## src/rtl/data_bus_arbiter.sv

```systemverilog
//------------------------------------------------------------------------------
// Module   : data_bus_arbiter
// Purpose  : Two-master / one-slave MEM-stage data bus arbiter with bounded
//            master-1 starvation and slave timeout abort.
// Revision : 1.0 - initial release
//------------------------------------------------------------------------------
`default_nettype none

module data_bus_arbiter #(
    parameter int DATA_WIDTH = 32,
    parameter int ADDR_WIDTH = 32,
    parameter int MAX_WAIT   = 4,
    parameter int TIMEOUT    = 16
) (
    input  logic                  i_clk,
    input  logic                  i_rst_n,
    input  logic                  m0_req,
    input  logic                  m0_we,
    input  logic [ADDR_WIDTH-1:0] m0_addr,
    input  logic [DATA_WIDTH-1:0] m0_wdata,
    output logic [DATA_WIDTH-1:0] m0_rdata,
    output logic                  m0_ack,
    output logic                  m0_err,
    output logic                  core_stall,
    input  logic                  m1_req,
    input  logic                  m1_we,
    input  logic [ADDR_WIDTH-1:0] m1_addr,
    input  logic [DATA_WIDTH-1:0] m1_wdata,
    output logic [DATA_WIDTH-1:0] m1_rdata,
    output logic                  m1_ack,
    output logic                  m1_err,
    output logic                  s_req,
    output logic                  s_we,
    output logic [ADDR_WIDTH-1:0] s_addr,
    output logic [DATA_WIDTH-1:0] s_wdata,
    input  logic [DATA_WIDTH-1:0] s_rdata,
    input  logic                  s_ack
);

    localparam logic [1:0] c_st_idle    = 2'd0;
    localparam logic [1:0] c_st_busy_m0 = 2'd1;
    localparam logic [1:0] c_st_busy_m1 = 2'd2;
    localparam logic [3:0] c_max_wait   = 4'(MAX_WAIT);
    localparam logic [7:0] c_tmo_last   = 8'(TIMEOUT - 1);

    logic [1:0]            state_q, state_d;
    logic [3:0]            starve_q, starve_d;
    logic [7:0]            tmo_q, tmo_d;
    logic                  s_we_q, s_we_d;
    logic [ADDR_WIDTH-1:0] s_addr_q, s_addr_d;
    logic [DATA_WIDTH-1:0] s_wdata_q, s_wdata_d;
    logic                  m0_ack_q, m0_ack_d, m0_err_q, m0_err_d;
    logic                  m1_ack_q, m1_ack_d, m1_err_q, m1_err_d;
    logic [DATA_WIDTH-1:0] m0_rdata_q, m0_rdata_d, m1_rdata_q, m1_rdata_d;

    logic w_idle, w_busy, w_done, w_abort, w_grant_m0, w_grant_m1;

    // A master is not re-granted in its own ack cycle; the raw m0_req still
    // blocks master 1 there, so M0 keeps its turn until the starve limit.
    assign w_idle     = (state_q == c_st_idle);
    assign w_busy     = ~w_idle;
    assign w_grant_m1 = w_idle & m1_req & ~m1_ack_q & ((starve_q == c_max_wait) | ~m0_req);
    assign w_grant_m0 = w_idle & ~w_grant_m1 & m0_req & ~m0_ack_q;
    assign w_done     = w_busy & s_ack;
    assign w_abort    = w_busy & ~s_ack & (tmo_q == c_tmo_last);

    always_ff @(posedge i_clk or negedge i_rst_n) begin
        if (!i_rst_n) begin
            state_q    <= c_st_idle;
            starve_q   <= '0;
            tmo_q      <= '0;
            s_we_q     <= 1'b0;
            s_addr_q   <= '0;
            s_wdata_q  <= '0;
            m0_ack_q   <= 1'b0;
            m0_err_q   <= 1'b0;
            m0_rdata_q <= '0;
            m1_ack_q   <= 1'b0;
            m1_err_q   <= 1'b0;
            m1_rdata_q <= '0;
        end else begin
            state_q    <= state_d;
            starve_q   <= starve_d;
            tmo_q      <= tmo_d;
            s_we_q     <= s_we_d;
            s_addr_q   <= s_addr_d;
            s_wdata_q  <= s_wdata_d;
            m0_ack_q   <= m0_ack_d;
            m0_err_q   <= m0_err_d;
            m0_rdata_q <= m0_rdata_d;
            m1_ack_q   <= m1_ack_d;
            m1_err_q   <= m1_err_d;
            m1_rdata_q <= m1_rdata_d;
        end
    end

    always_comb begin
        state_d    = state_q;
        starve_d   = starve_q;
        tmo_d      = '0;
        s_we_d     = s_we_q;
        s_addr_d   = s_addr_q;
        s_wdata_d  = s_wdata_q;
        m0_rdata_d = m0_rdata_q;
        m1_rdata_d = m1_rdata_q;
        m0_ack_d   = (state_q == c_st_busy_m0) & (w_done | w_abort);
        m0_err_d   = (state_q == c_st_busy_m0) & w_abort;
        m1_ack_d   = (state_q == c_st_busy_m1) & (w_done | w_abort);
        m1_err_d   = (state_q == c_st_busy_m1) & w_abort;

        case (state_q)
            c_st_idle: begin
                if (w_grant_m1) begin
                    state_d   = c_st_busy_m1;
                    s_we_d    = m1_we;
                    s_addr_d  = m1_addr;
                    s_wdata_d = m1_wdata;
                end else if (w_grant_m0) begin
                    state_d   = c_st_busy_m0;
                    s_we_d    = m0_we;
                    s_addr_d  = m0_addr;
                    s_wdata_d = m0_wdata;
                end
            end
            c_st_busy_m0, c_st_busy_m1: begin
                if (w_done || w_abort) state_d = c_st_idle;
                else                   tmo_d   = tmo_q + 8'd1;
            end
            default: state_d = c_st_idle;
        endcase

        if (state_q == c_st_busy_m0 && w_done)  m0_rdata_d = s_rdata;
        if (state_q == c_st_busy_m0 && w_abort) m0_rdata_d = '0;
        if (state_q == c_st_busy_m1 && w_done)  m1_rdata_d = s_rdata;
        if (state_q == c_st_busy_m1 && w_abort) m1_rdata_d = '0;

        if (w_grant_m1)
            starve_d = '0;
        else if (w_grant_m0 && m1_req)
            starve_d = (starve_q == c_max_wait) ? starve_q : starve_q + 4'd1;
        else if (!m1_req)
            starve_d = '0;
    end

    always_comb begin
        s_req      = w_busy;
        core_stall = m0_req & ~m0_ack_q;
    end

    assign s_we     = s_we_q;
    assign s_addr   = s_addr_q;
    assign s_wdata  = s_wdata_q;
    assign m0_ack   = m0_ack_q;
    assign m0_err   = m0_err_q;
    assign m0_rdata = m0_rdata_q;
    assign m1_ack   = m1_ack_q;
    assign m1_err   = m1_err_q;
    assign m1_rdata = m1_rdata_q;

endmodule

`default_nettype wire

```

## config.mk

```make
export PLATFORM = sky130hd
export DESIGN_NAME = data_bus_arbiter
export DESIGN_NICKNAME = d
export VERILOG_FILES = /design/src/rtl/data_bus_arbiter.sv
export SDC_FILE = /design/constraint.sdc
export NUM_CORES = 1
export LEC_CHECK = 0
export ABC_AREA = 1
export CORE_ASPECT_RATIO = 0.5
export CORE_MARGIN = 1
export CORE_UTILIZATION = 45
export CTS_CLUSTER_DIAMETER = 80
export DETAILED_ROUTE_END_ITERATION = 10
export GPL_TIMING_DRIVEN = 0
export PLACE_DENSITY = 0.86
export SYNTH_ARGS = -nofsm -noshare
export SYNTH_HDL_FRONTEND = slang
export SYNTH_SLANG_ARGS = --single-unit
```

## constraint.sdc

```tcl
create_clock -name i_clk -period 3.5 [get_ports i_clk]
set_clock_uncertainty 0.15 [all_clocks]
set_input_delay 0.7 -clock i_clk [delete_from_list [all_inputs] [get_ports i_clk]]
set_output_delay 0.7 -clock i_clk [all_outputs]
set_load 0.02 [all_outputs]
```

* After elaboration in Yosys (flattened, before gate mapping)
Cells that the tools add are included.
** Word-level totals
- Register bits :: 147
- Word-level logic and storage cells :: 78
** Operators by class
- $add $sub $neg :: 2
- Eq/ne operators :: 8
- Muxes and demuxes :: 20
- Bitwise gates (word level) :: 22
- Reduce and logical (&&, ||, !) cells :: 14
** Operators by type and width (number)
- $mux W32 :: 8
- $mux W4 :: 4
- $mux W8 :: 2
- $and A1 B1 Y1 :: 14
- $add A8 B1 Y8 const B :: 1
- $eq A8 B4 Y1 const B :: 1
- $mux W2 :: 3
- $ne A3 B1 Y1 const B :: 2
- $not A1 Y1 :: 6
- $reduce_and A2 Y1 :: 3
- $reduce_bool A2 Y1 :: 3
- $logic_and A1 B1 Y1 :: 5
- $add A4 B1 Y4 const B :: 1
- $eq A4 B3 Y1 const B :: 1
- $pmux W2 S2 :: 1
- $ne A3 B3 Y1 const B :: 1
- $eq A2 B1 Y1 const B :: 1
- $eq A2 B2 Y1 const B :: 1
- $logic_not A2 Y1 :: 1
- $mux W1 :: 2
- $ne A2 B2 Y1 const B :: 1
- $or A1 B1 Y1 :: 2
- $reduce_or A2 Y1 :: 1
- $logic_or A1 B1 Y1 :: 1

* Depth between registers and ports, before layout
- Depth in word-level cells :: 11
- Mapped depth :: 12

* Worst setup path after synthesis
No wires, ideal clock.
- Kind :: reg2reg
- Start :: register state_q[0]
- End :: register m0_rdata_q[24] (netlist: m0_rdata[24])
- Library setup time :: 0.130 ns
- Data arrival time :: 1.600 ns
- Data required time :: 3.220 ns
- Path slack :: 1.620 ns
- Cell stages (with the launch flop) :: 13
- Path buffers :: 2
- Period minus slack after synthesis :: 1.880 ns
- Cells stage by stage :: dfrtp_1 > inv_1 > ha_1 > inv_2 > nand2_1 > nor2_2 > nand2_4 > nand2_1 > nand2_1 > buf_6 > buf_6 > nand2_1 > o21ai_0
** Between the ends
- Cells in the longest elaborated chain, start to end :: 6
- Elaborated cells between the ends (all ways) :: 10
- Those cells by class :: eq/ne: 1; mux: 1; bitwise: 4; reduce/logical: 4
** RTL lines
- from (decl) :: RTL line 46 : logic [1:0] state_q, state_d;
- from (signal assigned) :: RTL line 69 : state_q <= c_st_idle;
- from (signal assigned) :: RTL line 82 : state_q <= state_d;
- $logic_not A2 Y1 * :: RTL line 60 : assign w_idle = (state_q == c_st_idle);
- $not A1 Y1 * :: RTL line 61 : assign w_busy = ~w_idle;
- net s_req :: RTL line 32 : output logic s_req,
- $and A1 B1 Y1 (2 in a row) :: RTL line 65 : assign w_abort = w_busy & ~s_ack & (tmo_q == c_tmo_last);
- $logic_and A1 B1 Y1 :: RTL line 133 : if (state_q == c_st_busy_m0 && w_abort) m0_rdata_d = '0;
- $mux W32 / $reduce_bool A2 Y1 (equally long branches)
- to (signal assigned) :: RTL line 90 : m0_rdata_q <= m0_rdata_d;
- to (decl) :: RTL line 54 : logic [DATA_WIDTH-1:0] m0_rdata_q, m0_rdata_d, m1_rdata_q, m1_rdata_d;
Mark *: on every way through the listed nets, which the timed path passes. The rest lies on a longest branch.
A chain may end at the register's enable or synchronous reset.

* Worst setup path after layout
- Start :: input m0_req
- End :: output core_stall
** Between the ends
- Cells in the longest elaborated chain, start to end :: 1
** RTL lines
- from (decl) :: RTL line 17 : input logic m0_req,
- $and A1 B1 Y1 :: RTL line 147 : core_stall = m0_req & ~m0_ack_q;
- to (decl) :: RTL line 24 : output logic core_stall,
No other way between the ends.

==> run metrics <==
fraction of post-synthesis cell area in the top cell type by area 55.2%; P&R area growth vs syn 58.2%; min-delay worst type in2async; synthesized cell area 0.00666 mm²; Resize count post-CTS 0; Num CTS Buffers 17; switching pwr 3620 µW; DR DRC count 0; DR vias around 6,600; Highest Clock Rate about 350 MHz; total routed wirelength around 19,000 µm; most common cell in the synthesized netlist nand2_1; Nets 1,333; ranking of synthesized cells by area dfrtp_1 55%, nand2_1 29%, buf_6 3.7%, o21ai_1 3.5%, o21ai_0 1.4%; clock sinks around 150; Initial Util 46.1%; Layout fillers ~1,100; Slew Limit Fails 0; DRT iter0 DRCs about 340; sequential fraction of the synthesis area a little under three fifths; vias in the first global route ~6,400; worst vdd ir just under 0.0004 V; minimum hold slack around 0.14 ns; Synth top cells by count 512 x nand2_1, 147 x dfrtp_1, 46 x o21ai_1; status completed; initial antenna violation count 0; wire per inst about 14 µm; dominant cell type by area after synthesis dfrtp_1; final worst-path cycle share 81.2%; Die ar. approximately 0.015 mm²; crit start category input pin; number of flops mapped to enable cells by yosys 0; RSZ-0062 raised after global routing false; share of cells above drive strength 1 6.82%; CTS tree built; Gate power share 48.7%; CP endpoint kind output pin; worst-path fanout max 3; setup TNS 0 ns; RD Place Congestion between 0.8 and 0.9; hold_buf cts 0; die height a little under 90 µm; Max Cap Viol 0; maximum clock path buffer count 2; critical path arrival between 1.5 and 2 ns; clock group share of total power between 10% and 20%; prevailing post-synth register cell dfrtp_1; I/O Buffers ~300; Total GRT Usage roughly a quarter; required time of the critical path 2.65 ns; via density per instance roughly 4.8; io pins 302; Setup Fix Bufs, Post-CTS 0; syn_area_per_cell between 7 and 8 µm²; final hold violation count 0; dpl hpwl about 15,000 µm; cell internal pwr 5390 µW; GR Overflow Total 0; Seq pwr share a little under a third; Antenna Diode Count 0; WS Path Type in2out; Mapped Nets around 1,000; Pre-antenna DRT Iters 5; largest net degree at the start of global routing a little under 80; #FFs+latches synth ~150; YS warnings 0; core area about 0.014 mm²; Clock Latency Late Sink 0.40 ns; Mapped Cells around 840; Max transition margin a little under three fifths; DRT antenna net count 0; Worst R2R Path Depth 11; final setup fails 0; leak pwr 0.00530 µW; Post-synth ARST share 100%; Finished Layout Cells about 1,400; post-layout util around 73%; CTS clk-pin slew, worst paths 0.07 ns; power per cell area between 800 and 900 mW/mm²; Tmin final approximately 2.8 ns; # rows 31; first-pass GRT wire length between 30,000 and 40,000 µm; setup slack, reg-to-reg approximately 1.3 ns; area of the multi-input gates 0.00254 mm²; Distinct cells, synth 21; Placed Cells around 1,300; chip width about 170 µm; storage element area 0.00368 mm²; clock root buffer clkbuf_16; Sw Ratio between 40% and 50%; Worst Tran Pin Value approximately 0.64 ns; # H-tree levels 4
## per-stage QoR
| stage | setup slack, ns | total power (µW) | area [µm²] |
|---|---|---|---|
| 2_1_floorplan | 1.62 | 5110 | 6660 |
| 3_3_place_gp | -4.12 | 7090 | 9920 |
| 3_5_place_dp | 0.658 | 7240 | 9950 |
| 4_1_cts | 0.654 | 9070 | 10500 |
| 5_1_grt | 0.615 | 9570 | 10500 |
| 6_report | 0.657 | 9000 | 10500 |
## cell type report
cell class	instances	area share, %
sequential	147	34.9
timing repair buffer	302	28.8
multi-input combinational	624	24.1
clock buffer	18	4.16
buffer	46	3.43
tap	198	2.35
clock inverter	14	1.45
inverter	22	0.783
## layer usage
metal	track usage (%)	vias up	part of all wire (%)
met1	32.1	3124	42
met5	0	-	0
met3	5.90	45	6.1
met4	8.61	0	2.4
li1	-	3216	-
met2	43.7	230	49
## worst max-delay path, stage by stage
cell and delay (ns):
clkdlybuf4s50_1 0.50, nand2_1 0.10, inv_1 0.08, clkdlybuf4s50_1 0.61
## sequential cells by signal (all words and copies together) (netlist names), 2 cells and up
register,cells
m0_rdata,32
m1_rdata,32
s_addr,32
s_wdata,32
tmo_q,8
starve_q,4
state_q,2
## power groups by stage
stage	Sequential, µW	Clock (µW)	Combinational (µW)
floorplan	3650	0	1460
global placement	2810	0	4280
detailed placement	2840	0	4400
CTS	2820	1830	4420
global route	2910	1910	4750
finish	2830	1790	4380
## path summary, 6_finish.rpt
check	to	startpoint
worst max-delay path	core_stall	m0_req
worst min-delay path	m1_rdata[10]$_DFFE_PN0P_	i_rst_n
worst max register to register	s_addr[23]$_DFFE_PN0P_	state_q[0]$_DFFE_PN0P_
worst min register to register	tmo_q[0]$_DFF_PN0_	tmo_q[0]$_DFF_PN0_
max in group asynchronous	s_wdata[20]$_DFFE_PN0P_	i_rst_n
min in group i_clk	tmo_q[0]$_DFF_PN0_	tmo_q[0]$_DFF_PN0_
## cells by family (layout without fill, tap and decap cells)
family | count (synthesis) | count (layout) | share of synthesized area (%)
fa+ha+maj | 6 | 6 | 1.13
simple gates | 545 | 545 | 31.2
buf+inv | 68 | 402 | 6.67
xor+xnor | 5 | 5 | 0.657
compound gates | 68 | 68 | 5.11
flops | 147 | 147 | 55.2
## cell usage in the layout (no fill, tap or decap)
master             n
nand4_1            1
nand2_4            1
xor2_1             5
o21ai_1           46
buf_6             23
o21ai_0           19
buf_4              1
clkbuf_16         17
ha_1               6
nor3_1             2
nand3_1           10
clkbuf_8           1
a21oi_1            3
clkinv_8           2
dfrtp_1          147
nand2_2            1
inv_1             19
nor2_2             2
nor3b_1            1
inv_2              3
nor2_1            15
inv_6              5
buf_16             1
inv_8              6
buf_2             16
clkinv_4           1
nand2_1          512
clkdlybuf4s50_1  300
clkbuf_1           7
Note: power is estimated with default switching activity, not from simulation.
==> RTL edit: new RTL, config.mk and constraints unchanged <==
The output `m0_err` loses its register stage (`m0_err_q` becomes a continuous assignment).
--- a/src/rtl/data_bus_arbiter.sv
+++ b/src/rtl/data_bus_arbiter.sv
@@ -74,5 +74,4 @@
             s_wdata_q  <= '0;
             m0_ack_q   <= 1'b0;
-            m0_err_q   <= 1'b0;
             m0_rdata_q <= '0;
             m1_ack_q   <= 1'b0;
@@ -87,5 +86,4 @@
             s_wdata_q  <= s_wdata_d;
             m0_ack_q   <= m0_ack_d;
-            m0_err_q   <= m0_err_d;
             m0_rdata_q <= m0_rdata_d;
             m1_ack_q   <= m1_ack_d;
@@ -94,4 +92,6 @@
         end
     end
+
+    assign m0_err_q = m0_err_d;
 
     always_comb begin
Check against the original RTL: no difference found for any inputs over 4 cycles, from zero or initial values and one cycle with i_rst_n low; that may be too few to reach the edited logic, so the function may still have changed.
==> RTL edit against the original RTL <==
Worst setup slack worse by 0.13 ns; utilization is 2.3 points higher; global-route usage is 2.0 points higher; combinational power is 1% higher; area after synthesis is 0.38% lower; die area is 0.37% lower; routed wire length is 4.9% higher; power is 0.38% higher; fmax is 4.3% lower; design area is 0.43% lower; sequential cell count is 1 lower; count of clock-buffer cells in the layout is 1 lower; largest power group unchanged; non-clock buffer count stayed put.
==> RTL edit: results (changes against the original RTL) <==
| Metric | Value |
|---|---|
| Internal | `0.00540 W (+0.26%)` |
| H-tree levels | `4 (unchanged)` |
| First drt pass iteration count | `5 (unchanged)` |
| Dpl hpwl | `14800 um (+1.1%)` |
| Root Driver | `clkbuf_16` |
| Vias in the first global route | `6598 (+2.9%)` |
| Longest Clk Path Bufs | `2 (unchanged)` |
| Unique masters post-synth | `21 (unchanged)` |
| Crit Path Max Fanout | `10 (+7)` |
| GRT Resource Usage Total | `27.4% (+2.0 points)` |
| Top cells by area, synth | `dfrtp_1, nand2_1, buf_6` |
| Largest net degree at the start of global routing | `92 (+16%)` |
| CTS clock-pin slew for the worst setup and hold paths | `~0.060 ns` |
| Sequential share of the synthesized area | `55.0% (-0.17 points)` |
| DR iter-0 viols | `450 (+31%)` |
| Maximum VDD drop | `0.465 mV (+20%)` |
| Synth warnings | `0 (unchanged)` |
| Placer Congestion | `0.821 (-3.7%)` |
| Worst-Skew Late Latency | `around 0.41 ns` |
| Slew @ Worst Pin | `0.541 ns (-0.0992 ns)` |
| Fraction of registers with async set or reset after synthesis | `100% (unchanged)` |
| Static leakage | `5.29 nW (-0.25%)` |
| Via count | `6666 (+0.77%)` |
| Syn_nets | `1011 (-0.099%)` |
| Hold Crit Class | `input port to asynchronous set/reset pin` |
| Layout cells sized above 1 | `6.75% (-0.074 points)` |
| IO Port Bufs | `301 (unchanged)` |
| Diodes inserted | `0 (unchanged)` |
| Post-CTS Setup Inserts | `0 (unchanged)` |
| Final #Nets | `1332 (-0.075%)` |
| Setup WS pre-CTS | `0.226 ns (-0.432 ns)` |
| Initial antenna violation count | `0 (unchanged)` |
| Crit path arrival time | `2.12 ns (+0.13 ns)` |
| Total CTS buffers | `17 (unchanged)` |
| First-pass GRT wire length | `32900 um (+5.9%)` |
| Outcome | `finished clean` |
| Most frequent cells after synthesis | `nand2_1, dfrtp_1, o21ai_1` |
| WL final | `20300 um (+4.9%)` |
==> RTL edit: logic make-up (layout without fill, tap and decap cells) <==
| logic type | after synthesis | count (layout) | share of synthesized area [%] |
|---|---|---|---|
| AO/OA/AOI/OAI | 68 | 68 | 5.13 |
| AND/OR/NAND/NOR | 545 | 545 | 31.4 |
| buffers and inverters | 68 | 401 | 6.69 |
| flip-flops | 146 | 146 | 55.0 |
| XOR/XNOR | 5 | 5 | 0.660 |
| adder cells (fa/ha/maj) | 6 | 6 | 1.13 |
==> RTL edit: final cells by class <==
cell class              count  area (um2)
well taps                 192         240
inverters                  22        82.6
flip-flops and latches    146        3650
plain buffers              46         362
clock buffers              17         425
fillers                  1014        3460
clock inverters            14         151
repair buffers            302        3040
multi-input cells         624        2540
==> RTL edit: worst max-delay path, stage by stage, from the launching register on <==
cell	delay [ns]
dfrtp_1	0.38
inv_1	0.08
ha_1	0.28
inv_2	0.11
nand2_1	0.06
nor2_2	0.16
nand2_4	0.11
buf_2	0.21
nor2_1	0.09
dlymetal6s2s_1	0.24
==> RTL edit: routing by layer <==
layer  GRT usage (%)  vias up  wire length, um
li1                -     3224                -
met1            33.7     3147             8370
met2            49.1      261            10300
met3            5.73       34             1220
met4            8.93        0              401
met5               0        -                0
==> RTL edit: metrics by stage <==
stage	area (um2)	hold slack [ns]	cells	setup TNS, ns	total power (W)
floorplan	6640	0.254	838	0	0.00510
global route	10500	0.131	1363	0	0.00958
global placement	9890	0.296	1331	-589.41	0.00710
detailed placement	9920	0.314	1332	0	0.00724
CTS	10500	0.115	1363	0	0.00909
finish	10500	0.0957	1363	0	0.00904
==> RTL edit: repair_timing <==
| item | 4_1_cts | 5_1_grt |
|---|---|---|
| hold buffers | 0 | 0 |
| setup endpoints to repair | 0 | 1 |
| gates resized for setup | 0 | 1 |
==> RTL edit: path summary, 6_finish.rpt <==
check | startpoint | end | slack [ns] | cells past startpoint
max | state_q[0] | m0_err | 0.53 | 9
min | i_rst_n | s_wdata[14] | 0.1 | 1
max reg2reg | state_q[0] | s_addr[27] | 1.31 | 11
min reg2reg | tmo_q[0] | tmo_q[0] | 0.32 | 1
max in group asynchronous | i_rst_n | m0_rdata[20] | 2.27 | 2
min in group i_clk | tmo_q[0] | tmo_q[0] | 0.32 | 1
==> RTL edit: power groups by stage <==
stage	Sequential, W	Clock (W)	Combinational (W)
2_1_floorplan	0.00364	0	0.00146
3_3_place_gp	0.00280	0	0.00430
3_5_place_dp	0.00283	0	0.00441
4_1_cts	0.00282	0.00181	0.00446
5_1_grt	0.00290	0.00188	0.00480
6_report	0.00282	0.00178	0.00443
